[src/rtl/uart_pgm_loader_if.sv]
// RAM external program-port bundle: ownership flag, word address, word data, write strobe.
// Pure wiring, no latency; the loader drives every signal from registers.
// No backpressure; the RAM samples pg_wr through its own synchroniser and edge detector.
interface uart_pgm_loader_if;
   logic        pgm;
   logic [15:0] pgm_addr;
   logic [15:0] pgm_data;
   logic        pg_wr;

   modport master (output pgm, output pgm_addr, output pgm_data, output pg_wr);
   modport slave  (input  pgm, input  pgm_addr, input  pgm_data, input  pg_wr);
endinterface

[src/rtl/uart_pgm_loader.sv]
// UART 8N1 boot loader: SYNC, LEN_HI, LEN_LO, then N 16-bit words written to RAM addresses 0..N-1.
// Latency: a word's write window opens the cycle after its low byte's stop bit; pg_wr high WR_HOLD, low WR_HOLD.
// No backpressure on rx; a byte finishing during a write window is parked and consumed afterwards.
// Optional trailing XOR checksum byte when UART_PGM_CSUM_EN is defined.
module uart_pgm_loader #(
   parameter int         CLKS_PER_BIT = 868,
   parameter int         WR_HOLD      = 4,
   parameter logic [7:0] SYNC_BYTE    = 8'hA5
) (
   input  logic               clk,
   input  logic               rst,
   input  logic               rx,
   uart_pgm_loader_if.master  ram,
   output logic               cpu_rst,
   output logic               busy,
   output logic               done,
   output logic               err
);

   localparam int CW = $clog2(CLKS_PER_BIT);
   localparam int WW = $clog2(2 * WR_HOLD);

   typedef enum logic [1:0] {RX_IDLE, RX_START, RX_DATA, RX_STOP} rx_state_t;

   typedef enum logic [3:0] {
      S_IDLE, S_LEN_HI, S_LEN_LO, S_DATA_HI, S_DATA_LO, S_WRITE,
`ifdef UART_PGM_CSUM_EN
      S_CSUM,
`endif
      S_DONE, S_ERR
   } state_t;

   // receiver state
   logic          rx_s1, rx_s2, rx_d;
   rx_state_t     rx_state;
   logic [CW-1:0] clk_cnt;
   logic [2:0]    bit_idx;
   logic [7:0]    shift;
   logic          byte_vld;
   logic          frame_err;

   // loader state
   state_t        state;
   logic [15:0]   len;
   logic [7:0]    hi_byte;
   logic [WW-1:0] wr_cnt;
   logic          pend_vld;
   logic          pend_ferr;
   logic [7:0]    pend_dat;
`ifdef UART_PGM_CSUM_EN
   logic [7:0]    csum;
`endif

   // receive events as seen by the loader: parked event first, otherwise the live one
   logic          in_write;
   logic          ev_byte;
   logic          ev_ferr;
   logic [7:0]    ev_dat;

   assign in_write = (state == S_WRITE);
   assign busy     = !(state == S_IDLE || state == S_DONE || state == S_ERR);

   // select the byte/framing event the loader acts on this cycle (none while writing)
   always_comb begin
      ev_byte = 1'b0;
      ev_ferr = 1'b0;
      ev_dat  = shift;
      if (!in_write) begin
         if (pend_vld) begin
            ev_byte = !pend_ferr;
            ev_ferr = pend_ferr;
            ev_dat  = pend_dat;
         end else begin
            ev_byte = byte_vld;
            ev_ferr = frame_err;
         end
      end
   end

   // rx synchroniser and 8N1 byte receiver with mid-bit sampling
   always_ff @(posedge clk) begin
      if (rst) begin
         rx_s1     <= 1'b1;
         rx_s2     <= 1'b1;
         rx_d      <= 1'b1;
         rx_state  <= RX_IDLE;
         clk_cnt   <= '0;
         bit_idx   <= '0;
         shift     <= '0;
         byte_vld  <= 1'b0;
         frame_err <= 1'b0;
      end else begin
         rx_s1     <= rx;
         rx_s2     <= rx_s1;
         rx_d      <= rx_s2;
         byte_vld  <= 1'b0;
         frame_err <= 1'b0;
         case (rx_state)
            RX_IDLE: begin
               clk_cnt <= '0;
               if (rx_d && !rx_s2) rx_state <= RX_START;
            end
            RX_START: begin
               if (clk_cnt == CW'(CLKS_PER_BIT / 2 - 1)) begin
                  clk_cnt  <= '0;
                  bit_idx  <= '0;
                  rx_state <= rx_s2 ? RX_IDLE : RX_DATA;
               end else begin
                  clk_cnt <= clk_cnt + 1'b1;
               end
            end
            RX_DATA: begin
               if (clk_cnt == CW'(CLKS_PER_BIT - 1)) begin
                  clk_cnt <= '0;
                  shift   <= {rx_s2, shift[7:1]};
                  bit_idx <= bit_idx + 3'd1;
                  if (bit_idx == 3'd7) rx_state <= RX_STOP;
               end else begin
                  clk_cnt <= clk_cnt + 1'b1;
               end
            end
            default: begin
               if (clk_cnt == CW'(CLKS_PER_BIT - 1)) begin
                  clk_cnt   <= '0;
                  byte_vld  <= rx_s2;
                  frame_err <= !rx_s2;
                  rx_state  <= RX_IDLE;
               end else begin
                  clk_cnt <= clk_cnt + 1'b1;
               end
            end
         endcase
      end
   end

   // load protocol FSM driving the program port, CPU reset and status flags
   always_ff @(posedge clk) begin
      if (rst) begin
         state        <= S_IDLE;
         ram.pgm      <= 1'b0;
         ram.pgm_addr <= '0;
         ram.pgm_data <= '0;
         ram.pg_wr    <= 1'b0;
         cpu_rst      <= 1'b0;
         done         <= 1'b0;
         err          <= 1'b0;
         len          <= '0;
         hi_byte      <= '0;
         wr_cnt       <= '0;
         pend_vld     <= 1'b0;
         pend_ferr    <= 1'b0;
         pend_dat     <= '0;
`ifdef UART_PGM_CSUM_EN
         csum         <= '0;
`endif
      end else begin
         // park an event that lands during a write window, or behind an unconsumed one
         if ((byte_vld || frame_err) && (in_write || pend_vld)) begin
            pend_vld  <= 1'b1;
            pend_ferr <= frame_err;
            pend_dat  <= shift;
         end else if (!in_write && pend_vld) begin
            pend_vld <= 1'b0;
         end

         case (state)
            S_IDLE, S_DONE, S_ERR: begin
               if (ev_byte && ev_dat == SYNC_BYTE) begin
                  state   <= S_LEN_HI;
                  done    <= 1'b0;
                  err     <= 1'b0;
                  ram.pgm <= 1'b1;
                  cpu_rst <= 1'b1;
`ifdef UART_PGM_CSUM_EN
                  csum    <= '0;
`endif
               end
            end
            S_WRITE: begin
               wr_cnt <= wr_cnt + 1'b1;
               if (wr_cnt == WW'(WR_HOLD - 1)) ram.pg_wr <= 1'b0;
               if (wr_cnt == WW'(2 * WR_HOLD - 1)) begin
                  if (ram.pgm_addr + 16'd1 == len) begin
`ifdef UART_PGM_CSUM_EN
                     state   <= S_CSUM;
`else
                     state   <= S_DONE;
                     ram.pgm <= 1'b0;
                     cpu_rst <= 1'b0;
                     done    <= 1'b1;
`endif
                  end else begin
                     ram.pgm_addr <= ram.pgm_addr + 16'd1;
                     state        <= S_DATA_HI;
                  end
               end
            end
            default: begin
               if (ev_ferr) begin
                  state     <= S_ERR;
                  ram.pgm   <= 1'b0;
                  ram.pg_wr <= 1'b0;
                  cpu_rst   <= 1'b0;
                  err       <= 1'b1;
               end else if (ev_byte) begin
                  case (state)
                     S_LEN_HI: begin
                        len[15:8] <= ev_dat;
                        state     <= S_LEN_LO;
                     end
                     S_LEN_LO: begin
                        len[7:0] <= ev_dat;
                        if ({len[15:8], ev_dat} == 16'd0) begin
                           state   <= S_DONE;
                           ram.pgm <= 1'b0;
                           cpu_rst <= 1'b0;
                           done    <= 1'b1;
                        end else begin
                           ram.pgm_addr <= '0;
                           state        <= S_DATA_HI;
                        end
                     end
                     S_DATA_HI: begin
                        hi_byte <= ev_dat;
`ifdef UART_PGM_CSUM_EN
                        csum    <= csum ^ ev_dat;
`endif
                        state   <= S_DATA_LO;
                     end
                     S_DATA_LO: begin
                        ram.pgm_data <= {hi_byte, ev_dat};
`ifdef UART_PGM_CSUM_EN
                        csum         <= csum ^ ev_dat;
`endif
                        ram.pg_wr    <= 1'b1;
                        wr_cnt       <= '0;
                        state        <= S_WRITE;
                     end
`ifdef UART_PGM_CSUM_EN
                     S_CSUM: begin
                        ram.pgm <= 1'b0;
                        cpu_rst <= 1'b0;
                        if (ev_dat == csum) begin
                           state <= S_DONE;
                           done  <= 1'b1;
                        end else begin
                           state <= S_ERR;
                           err   <= 1'b1;
                        end
                     end
`endif
                     default: state <= state;
                  endcase
               end
            end
         endcase
      end
   end

endmodule
[src/flat_wrapper.sv]
// flat-port wrapper written by rule: the top's interface ports become plain ports
module uart_pgm_loader_flat 
#(
   parameter int         CLKS_PER_BIT = 868,
   parameter int         WR_HOLD      = 4,
   parameter logic [7:0] SYNC_BYTE    = 8'hA5
)
  (clk, rst, rx, cpu_rst, busy, done, err, ram_pgm, ram_pgm_addr, ram_pgm_data, ram_pg_wr);
  uart_pgm_loader_if ram_i ();
  input  logic clk;
  input  logic rst;
  input  logic rx;
  output logic cpu_rst;
  output logic busy;
  output logic done;
  output logic err;
  output wire logic [$bits(ram_i.pgm)-1:0] ram_pgm;
  output wire logic [$bits(ram_i.pgm_addr)-1:0] ram_pgm_addr;
  output wire logic [$bits(ram_i.pgm_data)-1:0] ram_pgm_data;
  output wire logic [$bits(ram_i.pg_wr)-1:0] ram_pg_wr;
  assign ram_pgm = ram_i.pgm;
  assign ram_pgm_addr = ram_i.pgm_addr;
  assign ram_pgm_data = ram_i.pgm_data;
  assign ram_pg_wr = ram_i.pg_wr;
  uart_pgm_loader #(.CLKS_PER_BIT(CLKS_PER_BIT), .WR_HOLD(WR_HOLD), .SYNC_BYTE(SYNC_BYTE)) u_core (.clk(clk), .rst(rst), .rx(rx), .ram(ram_i), .cpu_rst(cpu_rst), .busy(busy), .done(done), .err(err));
endmodule
[config.mk]
export PLATFORM = sky130hd
export DESIGN_NAME = uart_pgm_loader_flat
export DESIGN_NICKNAME = d
export VERILOG_FILES = /design/src/rtl/uart_pgm_loader_if.sv /design/src/rtl/uart_pgm_loader.sv /design/src/flat_wrapper.sv
export SDC_FILE = /design/constraint.sdc
export NUM_CORES = 1
export LEC_CHECK = 0
export CAP_MARGIN = 20
export CORE_AREA = 2 2 118 120
export DETAILED_ROUTE_END_ITERATION = 12
export DIE_AREA = 0 0 120 122
export GPL_TIMING_DRIVEN = 1
export HOLD_SLACK_MARGIN = 0.05
export PLACE_DENSITY = 0.67
export SLEW_MARGIN = 25
export SYNTH_ARGS = -nofsm -noshare
export SYNTH_HDL_FRONTEND = slang
export SYNTH_SLANG_ARGS = --single-unit
[constraint.sdc]
create_clock -name clk -period 3.2 [get_ports clk]
set_input_delay 0.64 -clock clk [delete_from_list [all_inputs] [get_ports clk]]
set_output_delay 0.64 -clock clk [all_outputs]
set_load 0.05 [all_outputs]
After elaboration in Yosys (flattened, before gate mapping) --
Index checks and enable logic that the tools add are counted.
Storage, ports and cells: register bits 105, logic and storage cells 171, input bits 3
Operators by class: eq/ne operators 28, bitwise gates (word level) 5, $add $sub $neg 4, multiplexer cells 63, reductions and logical operators 48
Operators with widths (count):
- two-way mux 16 bit | 6
- one-hot mux 16 bit (2 select lines) | 1
- AND reduction 4 bit | 7
- two-way mux 1 bit | 25
- two-way mux 3 bit | 7
- two-way mux 10 bit | 2
- one-hot mux 10 bit (2 select lines) | 1
- nonzero test 3 bit | 6
- adder 16 x 1 -> 16 bit, second input constant | 1
- equality test 16 bit | 1
- equality test 4 x 3 -> 1 bit, second input constant | 4
- zero test 16 bit | 1
- two-way mux 4 bit | 4
- two-way mux 8 bit | 2
- one-hot mux 4 bit (4 select lines) | 1
- inequality test 2 x 1 -> 1 bit, second input constant | 7
- AND reduction 7 bit | 2
- two-way mux 2 bit | 6
- one-hot mux 3 bit (2 select lines) | 2
- nonzero test 2 bit | 6
- nonzero test 4 bit | 3
- adder 10 x 1 -> 10 bit, second input constant | 1
- equality test 10 bit, second input constant | 1
- equality test 10 x 9 -> 1 bit, second input constant | 1
- other kinds (27) | 50

Longest topological paths before layout --
Gate-level depths: netlist of the first run.
depth in word-level cells 8, depth in mapped cells 10

Worst setup path before layout of the first run --
No wires, ideal clock.
path type reg-to-reg, from reg u_core.ram.pgm_addr[0], to reg u_core.ram.pgm, path buffers 1, library setup time 0.123 ns, data arrival time 3.157 ns, period minus slack after synthesis 3.280 ns, stages on the path, launching flop included 10, data required time 3.077 ns, path slack -0.080 ns, cells stage by stage dfxtp_1 -> ha_1 -> and3_1 -> buf_4 -> nand4_1 -> a2111oi_4 -> o211ai_2 -> or4_4 -> a211oi_2 -> mux2_1
Between the ends: cells in the longest elaborated chain, start to end 4
Ends and longest elaborated chain:
- start: declaration | RTL line uart_pgm_loader_if.sv:10 | modport master (output pgm, output pgm_addr, output pgm_data, output pg_wr);
- start signal: assignment | RTL line uart_pgm_loader.sv:193 | ram.pgm_addr <= ram.pgm_addr + 16'd1;
- adder 16 x 1 -> 16 bit | RTL line uart_pgm_loader.sv:183 | if (ram.pgm_addr + 16'd1 == len) begin
- equality test 16 bit | RTL line uart_pgm_loader.sv:183
- inequality test 2 bit (no source line)
- AND reduction 6 bit (no source line)
- end signal: assignment | RTL line uart_pgm_loader.sv:188 | ram.pgm <= 1'b0;
- end signal: assignment | RTL line uart_pgm_loader.sv:201 | ram.pgm <= 1'b0;
- end signal: assignment | RTL line uart_pgm_loader.sv:215 | ram.pgm <= 1'b0;
- end: declaration | RTL line uart_pgm_loader_if.sv:10
No other way between the ends. A chain may end at the register's enable or synchronous reset.

Worst setup path in the final report of the first run --
from reg u_core.ram.pgm_addr[1], to reg u_core.ram.pgm
Same word-level chain as after synthesis.

==> summary.txt, run 1 <==
Floorplan
  • Initial Util: 0.390
  • Die width: 120 µm
  • DIE AREA: 0.0146 mm²
  • Core Rows: 43
  • Die Ht: 122 µm
  • Io pins: 41
  • Placeable Area: 0.0135 mm²

Final layout
  • Most frequent cells in the layout: dfxtp_1, nor2_1, nand2_1
  • Register area: 0.00208 mm²
  • Layout cells sized above 1: 0.0962
  • Synth-to-Final Area Change: 18.6%
  • Multi-input combinational cell area: 0.00296 mm²
  • Commonest non-fill, non-tap cell in the layout: dfxtp_1
  • FILL cells: 1302
  • Final instance area: 0.00625 mm²
  • ANT cells: 0
  • Final nets: 675

Detailed routing
  • M1 wire length: 5990 µm
  • Met3 WL post-DR: 454 µm
  • DRC errors left: 0
  • Post-route ant nets: 0
  • Avg WL per Cell: 15.5 µm
  • Top routing layer in use: met4
  • DR vias: 4679
  • Post-Route WL: 13100 µm
  • Drt via density: 5.54
  • Drt pass-1 iters: 5
  • 1st-iter DRT viols: 264
  • Met2 layer wire length in the routed design: 6370 µm

Logic synthesis
  • Ys Warns: 0
  • Synth Flop Type: dfxtp_1
  • Simple-gate area share of the yosys netlist: 0.244
  • Async SR Flop Fraction: 0
  • Avg Cell Area, Syn: 8.48 µm²
  • Post-synthesis sequential area ratio: 0.395
  • Compound-cell area share of the yosys netlist: 0.193
  • Synth area leaders: dfxtp_1, nor2_1, a211oi_1
  • Number of synthesized flops with an enable pin: 0
  • Mapped Nets: 637
  • Mapped Cells: 622
  • Post-Synth Adder-Cell Area: 0.0285
  • Mapped Area: 0.00527 mm²
  • #FFs+latches synth: 104
  • Top-area cell type share of the netlist area: 0.395
  • Post-synthesis mux area share: 0.0467
  • Xor/xnor cell area share of the yosys netlist: 0.0482
  • Post-synth top area cell: dfxtp_1
  • Unique cell type count in the Yosys netlist: 62
  • Largest family of logic cells by synthesized area: simple AND/OR/NAND/NOR gates

Run
  • Max Cap Violations: 0

Power and ir drop
  • Switching part of the total: 0.279
  • Pint: 2230 µW
  • Seq pwr share: 0.438
  • Clock Power Share: 0.386
  • Comb pwr share: 0.176
  • Lkg Pwr: 0.00222 µW
  • Pwr dens: 495 mW/mm²
  • Net switching power: 862 µW
  • VDD IR max: 348 µV
  • Total design power: 3090 µW

Timing
  • Hold Fails Final Rpt: 0
  • Part of the cycle the worst path needs: 0.940
  • RSZ-0062 raised after global routing: false
  • Final Max Slew Viols: 0
  • Worst Clk Skew: 0.00745 ns
  • Setup TNS Final: 0 ns
  • Slew margin rel.: 0.541
  • Final setup violation count: 0
  • FMAX: 332 MHz
  • Minimum clock period: 3.01 ns
  • Least-Margin Pin Slew: 0.683 ns

Placement
  • DP Area: 0.00591 mm²
  • DPL Wire Length: 9400 µm
  • RD Place Congestion: 0.895
  • Buffers added on ports: 40

GRT
  • Initial antenna violation count: 0
  • First-pass GRT wire length: 21800 µm
  • Largest net degree at the start of global routing: 49
  • Vias in the first global route: 4318
  • GRT Total Usage: 0.186
  • Total global routing overflow: 0

CTS
  • Number of clock sinks: 104
  • Clock root buffer: clkbuf_16
  • Num CTS Buffers: 9
  • Reg clk slew, reported paths: 0.07 ns
  • Clk buf depth: 2
  • Clk Latency, worst-skew pair: 0.36 ns
  • H-tree levels: 3
  • CTS tree: done

Setup path
  • Critical path launch point type: register
  • Maximum fanout along the worst path: 8
  • Required time of the critical path: 3.44 ns
  • Critical path, cell by cell: ha_1, and3_2, nand4_1, a2111oi_4, o211ai_2, or4_4, a211oi_2, mux2_1
  • Cell family with most CP delay: simple AND/OR/NAND/NOR gates
  • CP Capture Type: register
  • Crit path kind: register to register
  • Worst EP arrival: 3.25 ns
  • CP peak stage delay: 0.60 ns
  • Slowest-stage cell, CP: or4_4
  • Buffers & Inverters on Critical Path: 0

Outcome
  • Outcome: completed

Worst hold path
  • HP Class: register to register
cells by family (layout without fill, tap and decap cells):
| logic type | after synthesis | count (layout) |
|---|---|---|
| AND/OR/NAND/NOR | 256 | 256 |
| AO/OA/AOI/OAI | 142 | 142 |
| flip-flops | 104 | 104 |
| buffers and inverters | 55 | 98 |
| XOR/XNOR | 29 | 29 |
| multiplexers | 24 | 24 |
| adder cells (fa/ha/maj) | 12 | 12 |
Yosys cell counts (6+ instances only):
| master | count |
|---|---|
| nor2_1 | 82 |
| and4_1 | 6 |
| dfxtp_1 | 104 |
| o21ai_0 | 20 |
| a211oi_1 | 34 |
| and2_1 | 7 |
| clkbuf_1 | 28 |
| ha_1 | 12 |
| nand2b_1 | 6 |
| xnor2_1 | 12 |
| nor3_1 | 15 |
| nand2_1 | 57 |
| a21oi_1 | 31 |
| o22a_1 | 9 |
| buf_2 | 7 |
| nand4_1 | 9 |
| nor4_1 | 9 |
| and3_1 | 7 |
| o211ai_1 | 8 |
| xor2_1 | 17 |
| nand3_1 | 25 |
| mux2i_1 | 19 |
| inv_1 | 15 |
stage by stage:
step	setup WS (ns)	cells	util	hold WS [ns]
CTS	0.0643	844	0.462	0.423
global route	0.0541	845	0.463	0.446
detailed placement	0.0657	828	0.438	0.401
finish	0.192	845	0.463	0.420
global placement	0.167	828	0.438	0.406
floorplan	0.114	622	-	0.389
sequential cells by signal, indices dropped and copies added, names as in the netlist, 2 cells and up:
register,count
u_core.ram.pgm_addr,16
u_core.shift,8
u_core.len,16
u_core.state,3
u_core.clk_cnt,10
u_core.ram.pgm_data,16
u_core.wr_cnt,3
u_core.bit_idx,3
u_core.rx_state,2
u_core.hi_byte,8
u_core.pend_dat,8
power groups by stage:
stage	Combinational (µW)	Sequential [µW]	Clock, µW
after floorplan	346	1400	0
after global placement	536	1380	0
after detailed placement	536	1380	0
after CTS	539	1350	1220
after global routing	600	1360	1270
final	545	1350	1200
worst paths after layout:
check / startpoint / to / slack [ns] / depth (start not counted)
setup / recovery: u_core.ram.pgm_addr[1] / u_core.ram.pgm / 0.19 / 8
setup reg to reg: u_core.ram.pgm_addr[1] / u_core.ram.pgm / 0.19 / 8
hold / removal: u_core.rx_s1 / u_core.rx_s2 / 0.42 / 1
hold reg to reg: u_core.rx_s1 / u_core.rx_s2 / 0.42 / 1
timing repair:
action                                  CTS  global route
endpoints found under the setup margin    0            16
setup buffers                             0             1
hold buffers                              0             0
resized for setup                         0             2
cell type report:
class / instances / area share
inverter: 15 / 0.00900
tap: 180 / 0.0360
clock buffer: 10 / 0.0366
timing repair buffer: 67 / 0.0976
clock inverter: 6 / 0.0144
sequential: 104 / 0.333
multi-input combinational: 463 / 0.473
layer usage:
layer	vias up	track usage
met1	2253	0.236
met5	-	0
met4	0	0.0743
li1	2321	-
met3	21	0.0365
met2	84	0.311
(Power assumes the default switching activity.)
==> run 2: changes to the inputs <==
--- a/config.mk
+++ b/config.mk
@@ -6,10 +6,10 @@
 export NUM_CORES = 1
 export LEC_CHECK = 0
 export CAP_MARGIN = 20
-export CORE_AREA = 2 2 118 120
+export CORE_AREA = 5 5 121 123
 export DETAILED_ROUTE_END_ITERATION = 12
-export DIE_AREA = 0 0 120 122
-export GPL_TIMING_DRIVEN = 1
+export DIE_AREA = 0 0 126 128
+export GPL_TIMING_DRIVEN = 0
 export HOLD_SLACK_MARGIN = 0.05
 export PLACE_DENSITY = 0.67
 export SLEW_MARGIN = 25
==> run 2 against run 1 <==
Net effect:
- power fell by 4.9%
- worst setup slack worse by 0.057 ns
- critical path type unchanged
- sequential share of layout area about the same
- register-to-register slack got worse by 0.06 ns
==> summary.txt, run 2 (synthesized netlist as in run 1, its figures left out) <==
Floorplan
  • Io pins: 41 (unchanged)
  • Placeable Area: 0.0136 mm² (was 0.0135 mm²)
  • Die width: 126 µm (was 120 µm)
  • Initial Util: 0.389 (was 0.390)
  • Core Rows: 43 (unchanged)
  • Die Ht: 128 µm (was 122 µm)
  • DIE AREA: 0.0161 mm² (was 0.0146 mm²)

Timing
  • Hold Fails Final Rpt: 0 (unchanged)
  • FMAX: 326 MHz (was 332 MHz)
  • Part of the cycle the worst path needs: 0.958 (was 0.940)
  • Final Max Slew Viols: 0 (unchanged)
  • Final setup violation count: 0 (unchanged)
  • Setup TNS Final: 0 ns (unchanged)
  • Worst Clk Skew: 0.00900 ns (was 0.00745 ns)
  • Final worst slack: 0.135 ns (was 0.192 ns)
  • Minimum clock period: 3.06 ns (was 3.01 ns)
  • Least-Margin Pin Slew: 0.897 ns (was 0.683 ns)
  • Slew margin rel.: 0.402 (was 0.541)
  • Final hold slack: 0.419 ns (was 0.420 ns)

CTS
  • Number of clock sinks: 104 (unchanged)
  • Clock root buffer: clkbuf_16 (unchanged)
  • Clk buf depth: 2 (unchanged)
  • H-tree levels: 3 (unchanged)
  • Clk Latency, worst-skew pair: 0.35 ns (was 0.36 ns)
  • CTS tree: done (unchanged)
  • Reg clk slew, reported paths: 0.07 ns (about the same)
  • Num CTS Buffers: 9 (unchanged)

Final layout
  • Biggest regs: u_core.len: 16 flops, u_core.ram.pgm_addr: 16 flops, u_core.ram.pgm_data: 16 flops (unchanged)
  • Commonest non-fill, non-tap cell in the layout: dfxtp_1 (unchanged)
  • Final cell count without fillers: 860 (was 845)
  • Most frequent cells in the layout: dfxtp_1, nor2_1, nand2_1 (unchanged)
  • FILL cells: 1344 (was 1302)
  • Final nets: 690 (was 675)
  • Register area: 0.00208 mm² (unchanged)
  • ANT cells: 0 (unchanged)
  • Multi-input combinational cell area: 0.00299 mm² (was 0.00296 mm²)
  • Synth-to-Final Area Change: 18.6% (about the same)
  • Layout cells sized above 1: 0.0809 (was 0.0962)

Power and ir drop
  • VDD IR max: 431 µV (was 348 µV)
  • Lkg Pwr: 0.00222 µW (about the same)
  • Pwr dens: 471 mW/mm² (was 495 mW/mm²)
  • Total design power: 2940 µW (was 3090 µW)

Run
  • Max Cap Violations: 0 (unchanged)

Setup path
  • Maximum fanout along the worst path: 10 (was 8)
  • Worst EP arrival: 3.36 ns (was 3.25 ns)
  • CP Capture Type: register (unchanged)
  • Buffers & Inverters on Critical Path: 2 (was 0)
  • Required time of the critical path: 3.49 ns (was 3.44 ns)
  • Cell family with most CP delay: simple AND/OR/NAND/NOR gates (unchanged)
  • Critical path launch point type: register (unchanged)
  • Slowest-stage cell, CP: or4_4 (unchanged)
  • Critical path, cell by cell: ha_2, and3_1, buf_4, a311oi_1, a31oi_1, or3_1, or4_4, o22ai_4, buf_6, o22a_1 (was ha_1, and3_2, nand4_1, a2111oi_4, o211ai_2, or4_4, a211oi_2, mux2_1)
  • Crit path kind: register to register (unchanged)
  • CP peak stage delay: 0.57 ns (was 0.60 ns)

Detailed routing
  • Drt via density: 5.59 (was 5.54)
  • DR vias: 4811 (was 4679)
  • DRC errors left: 0 (unchanged)
  • Avg WL per Cell: 16.0 µm (was 15.5 µm)
  • Drt pass-1 iters: 6 (was 5)
  • 1st-iter DRT viols: 458 (was 264)
  • Post-Route WL: 13700 µm (was 13100 µm)
  • Post-route ant nets: 0 (unchanged)

Placement
  • Placed Cells: 841 (was 828)
  • Buffers added on ports: 39 (was 40)
  • RD Place Congestion: 0.972 (was 0.895)
  • DPL Wire Length: 10300 µm (was 9400 µm)
  • Setup WS pre-CTS: -0.0662 ns (was 0.0657 ns)

GRT
  • Vias in the first global route: 4483 (was 4318)
  • First-pass GRT wire length: 22000 µm (was 21800 µm)
  • GRT Total Usage: 0.168 (was 0.186)
  • Initial antenna violation count: 0 (unchanged)
  • Largest net degree at the start of global routing: 18 (was 49)
  • Total global routing overflow: 0 (unchanged)

Outcome
  • Outcome: completed (unchanged)

Worst hold path
  • HP Class: register to register (unchanged)
[run 2: final timing paths]
path,slack (ns),cells after the start,to,from
worst min register to register,0.42,1,u_core.rx_s2,u_core.rx_s1
worst max register to register,0.14,10,u_core.ram.pgm_addr[12],u_core.ram.pgm_addr[0]
worst max-delay path,0.14,10,u_core.ram.pgm_addr[12],u_core.ram.pgm_addr[0]
worst min-delay path,0.42,1,u_core.rx_s2,u_core.rx_s1
[run 2: final cells by class]
class | instances | area share
tap | 180 | 0.0360
inverter | 15 | 0.00901
timing repair buffer | 42 | 0.0658
multi-input combinational | 463 | 0.478
sequential | 104 | 0.333
clock inverter | 4 | 0.00540
buffer | 40 | 0.0292
clock buffer | 12 | 0.0426
[run 2: repair_timing]
action                                  in CTS  in global routing
resized for setup                            4                  6
pin swaps                                    0                  5
endpoints found under the setup margin      12                 13
buffers inserted                             0                  3
hold buffers                                 0                  0
[run 2: worst reg2reg max path, stage by stage (launching register included)]
cell,delay [ns]
dfxtp_2,0.38
ha_2,0.25
and3_1,0.19
buf_4,0.16
a311oi_1,0.30
a31oi_1,0.16
or3_1,0.40
or4_4,0.57
o22ai_4,0.27
buf_6,0.20
o22a_1,0.14
[run 2: metal layers]
layer  global-route usage  vias up  wire, µm
li1                     -     2344         -
met1                0.195     2266      5840
met2                0.297      165      6830
met3               0.0442       36       624
met4               0.0625        0       444
met5                    0        -         0
[run 2: where the power goes]
| group | switching (µW) | internal, µW |
|---|---|---|
| registers | 30.6 | 1330 |
| clock network | 491 | 599 |
| logic | 330 | 168 |
[run 2: metrics by stage]
step / area [µm²] / utilization
2_1_floorplan: 5280 / -
5_1_grt: 6250 / 0.461
4_1_cts: 6210 / 0.458
3_5_place_dp: 5900 / 0.435
6_report: 6250 / 0.461
3_3_place_gp: 5890 / 0.434
==> run 3: changes to the inputs <==
--- a/config.mk
+++ b/config.mk
@@ -12,7 +12,8 @@
 export GPL_TIMING_DRIVEN = 0
 export HOLD_SLACK_MARGIN = 0.05
 export PLACE_DENSITY = 0.67
-export SLEW_MARGIN = 25
+export SLEW_MARGIN = 10
 export SYNTH_ARGS = -nofsm -noshare
 export SYNTH_HDL_FRONTEND = slang
 export SYNTH_SLANG_ARGS = --single-unit
+export TNS_END_PERCENT = 50
==> run 3 against run 2 <==
Net effect:
- maximum frequency fell by 0.41%
- non-clock buffer count did not move
- worst setup slack got worse by 0.013 ns
- power fell by 1.8%
- global-route usage rose by 0.092 points
- clock skew barely moved
- cell area fell by 0.54%
- via count fell by 1.5%
- largest power group unchanged
==> summary.txt, run 3 (synthesized netlist as in run 1, its figures left out) <==
Floorplan
  • Die Ht: 128 µm (unchanged)
  • Initial Util: 0.389 (unchanged)
  • Die width: 126 µm (unchanged)
  • DIE AREA: 0.0161 mm² (unchanged)
  • Io pins: 41 (unchanged)
  • Core Rows: 43 (unchanged)
  • Placeable Area: 0.0136 mm² (unchanged)

Final layout
  • Final cell count without fillers: 860 (unchanged)
  • ANT cells: 0 (unchanged)
  • FILL cells: 1376 (was 1344)
  • Biggest regs: u_core.len: 16 flops, u_core.ram.pgm_addr: 16 flops, u_core.ram.pgm_data: 16 flops (unchanged)
  • Most frequent cells in the layout: dfxtp_1, nor2_1, nand2_1 (unchanged)
  • Commonest non-fill, non-tap cell in the layout: dfxtp_1 (unchanged)
  • Synth-to-Final Area Change: 17.9% (was 18.6%)
  • Final nets: 690 (unchanged)
  • Layout cells sized above 1: 0.0779 (was 0.0809)
  • Final instance area: 0.00622 mm² (was 0.00625 mm²)

Run
  • Max Cap Violations: 0 (unchanged)

Timing
  • RSZ-0062 raised after global routing: false
  • FMAX: 325 MHz (was 326 MHz)
  • Part of the cycle the worst path needs: 0.962 (was 0.958)
  • Slew margin rel.: 0.432 (was 0.402)
  • Hold Fails Final Rpt: 0 (unchanged)
  • Least-Margin Pin Slew: 0.853 ns (was 0.897 ns)
  • Minimum clock period: 3.08 ns (was 3.06 ns)
  • Final Max Slew Viols: 0 (unchanged)
  • Worst Clk Skew: 0.00912 ns (was 0.00900 ns)
  • Final setup violation count: 0 (unchanged)

Power and ir drop
  • Lkg Pwr: 0.00218 µW (was 0.00222 µW)
  • Pwr dens: 465 mW/mm² (was 471 mW/mm²)
  • VDD IR max: 373 µV (was 431 µV)

Detailed routing
  • Post-Route WL: 13800 µm (was 13700 µm)
  • Drt pass-1 iters: 8 (was 6)
  • Post-route ant nets: 0 (unchanged)
  • Drt via density: 5.51 (was 5.59)
  • 1st-iter DRT viols: 316 (was 458)
  • DR vias: 4740 (was 4811)
  • Avg WL per Cell: 16.0 µm (about the same)
  • DRC errors left: 0 (unchanged)

CTS
  • Clk buf depth: 2 (unchanged)
  • Number of clock sinks: 104 (unchanged)
  • Clk Latency, worst-skew pair: 0.35 ns (about the same)
  • Hold buffers post-CTS: 0 (unchanged)
  • Reg clk slew, reported paths: 0.07 ns (about the same)
  • CTS tree: done (unchanged)
  • Num CTS Buffers: 9 (unchanged)
  • H-tree levels: 3 (unchanged)
  • Clock root buffer: clkbuf_16 (unchanged)

Placement
  • RD Place Congestion: 0.972 (unchanged)
  • DP Area: 0.00590 mm² (about the same)
  • Buffers added on ports: 39 (unchanged)
  • DPL Wire Length: 10400 µm (was 10300 µm)
  • Placed Cells: 842 (was 841)

Setup path
  • Worst EP arrival: 3.37 ns (was 3.36 ns)
  • Required time of the critical path: 3.49 ns (about the same)
  • Crit path kind: register to register (unchanged)
  • Critical path launch point type: register (unchanged)
  • Slowest-stage cell, CP: or4_4 (unchanged)
  • Buffers & Inverters on Critical Path: 2 (unchanged)
  • Critical path, cell by cell: ha_2, and3_1, buf_4, a311oi_1, a31oi_1, or3_1, or4_4, o22ai_4, buf_6, a22o_1 (was ha_2, and3_1, buf_4, a311oi_1, a31oi_1, or3_1, or4_4, o22ai_4, buf_6, o22a_1)
  • CP peak stage delay: 0.58 ns (was 0.57 ns)
  • Maximum fanout along the worst path: 10 (unchanged)
  • Cell family with most CP delay: simple AND/OR/NAND/NOR gates (unchanged)
  • CP Capture Type: register (unchanged)

GRT
  • First-pass GRT wire length: 22200 µm (was 22000 µm)
  • Largest net degree at the start of global routing: 17 (was 18)
  • Vias in the first global route: 4539 (was 4483)
  • Total global routing overflow: 0 (unchanged)
  • Initial antenna violation count: 0 (unchanged)
  • GRT Total Usage: 0.169 (was 0.168)

Worst hold path
  • HP Class: register to register (unchanged)

Outcome
  • Outcome: completed (unchanged)
run 3: cell type report:
| cell class | count | area, µm² | area share |
|---|---|---|---|
| plain buffers | 40 | 184 | 0.0296 |
| clock buffers | 12 | 246 | 0.0396 |
| clock inverters | 4 | 28.8 | 0.00463 |
| inverters | 15 | 56.3 | 0.00905 |
| multi-input cells | 463 | 2980 | 0.479 |
| flip-flops and latches | 104 | 2080 | 0.335 |
| well taps | 180 | 225 | 0.0362 |
| repair buffers | 42 | 414 | 0.0666 |
run 3: stage by stage:
step                      total power (µW)  utilization  setup TNS (ns)  worst slack (ns)  hold slack [ns]
after floorplan                       1750            -               0             0.114            0.389
after global placement                1860        0.434          -0.221           -0.0324            0.404
after detailed placement              1880        0.435          -0.922           -0.0941            0.403
after CTS                             2910        0.456        -0.00658          -0.00658            0.429
after global routing                  3020        0.459               0            0.0388            0.450
final                                 2890        0.459               0             0.123            0.424
run 3: power by group:
group | switching (µW) | leakage, µW | total, µW | internal, µW
logic | 328 | 0.00122 | 495 | 168
clock network | 486 | 0.000129 | 1040 | 551
registers | 30.5 | 0.000840 | 1360 | 1330
run 3: path summary, 6_finish.rpt:
kind	start	endpoint	slack, ns	depth (start not counted)
worst min register to register	u_core.rx_s1	u_core.rx_s2	0.42	1
worst max register to register	u_core.ram.pgm_addr[0]	u_core.ram.pgm_addr[14]	0.12	10
worst min-delay path	u_core.rx_s1	u_core.rx_s2	0.42	1
worst max-delay path	u_core.ram.pgm_addr[0]	u_core.ram.pgm_addr[14]	0.12	10
run 3: metal layers:
metal / track usage / vias up / part of all wire
met3: 0.0483 / 27 / 0.051
met1: 0.194 / 2234 / 0.42
li1: - / 2351 / -
met5: 0 / - / 0
met2: 0.300 / 128 / 0.50
met4: 0.0580 / 0 / 0.025
run 3: what timing repair did:
item,4_1_cts,5_1_grt
buffers inserted,0,2
pin swaps,0,5
gates resized for setup,3,7
cloned,0,0
endpoints found under the setup margin,12,14
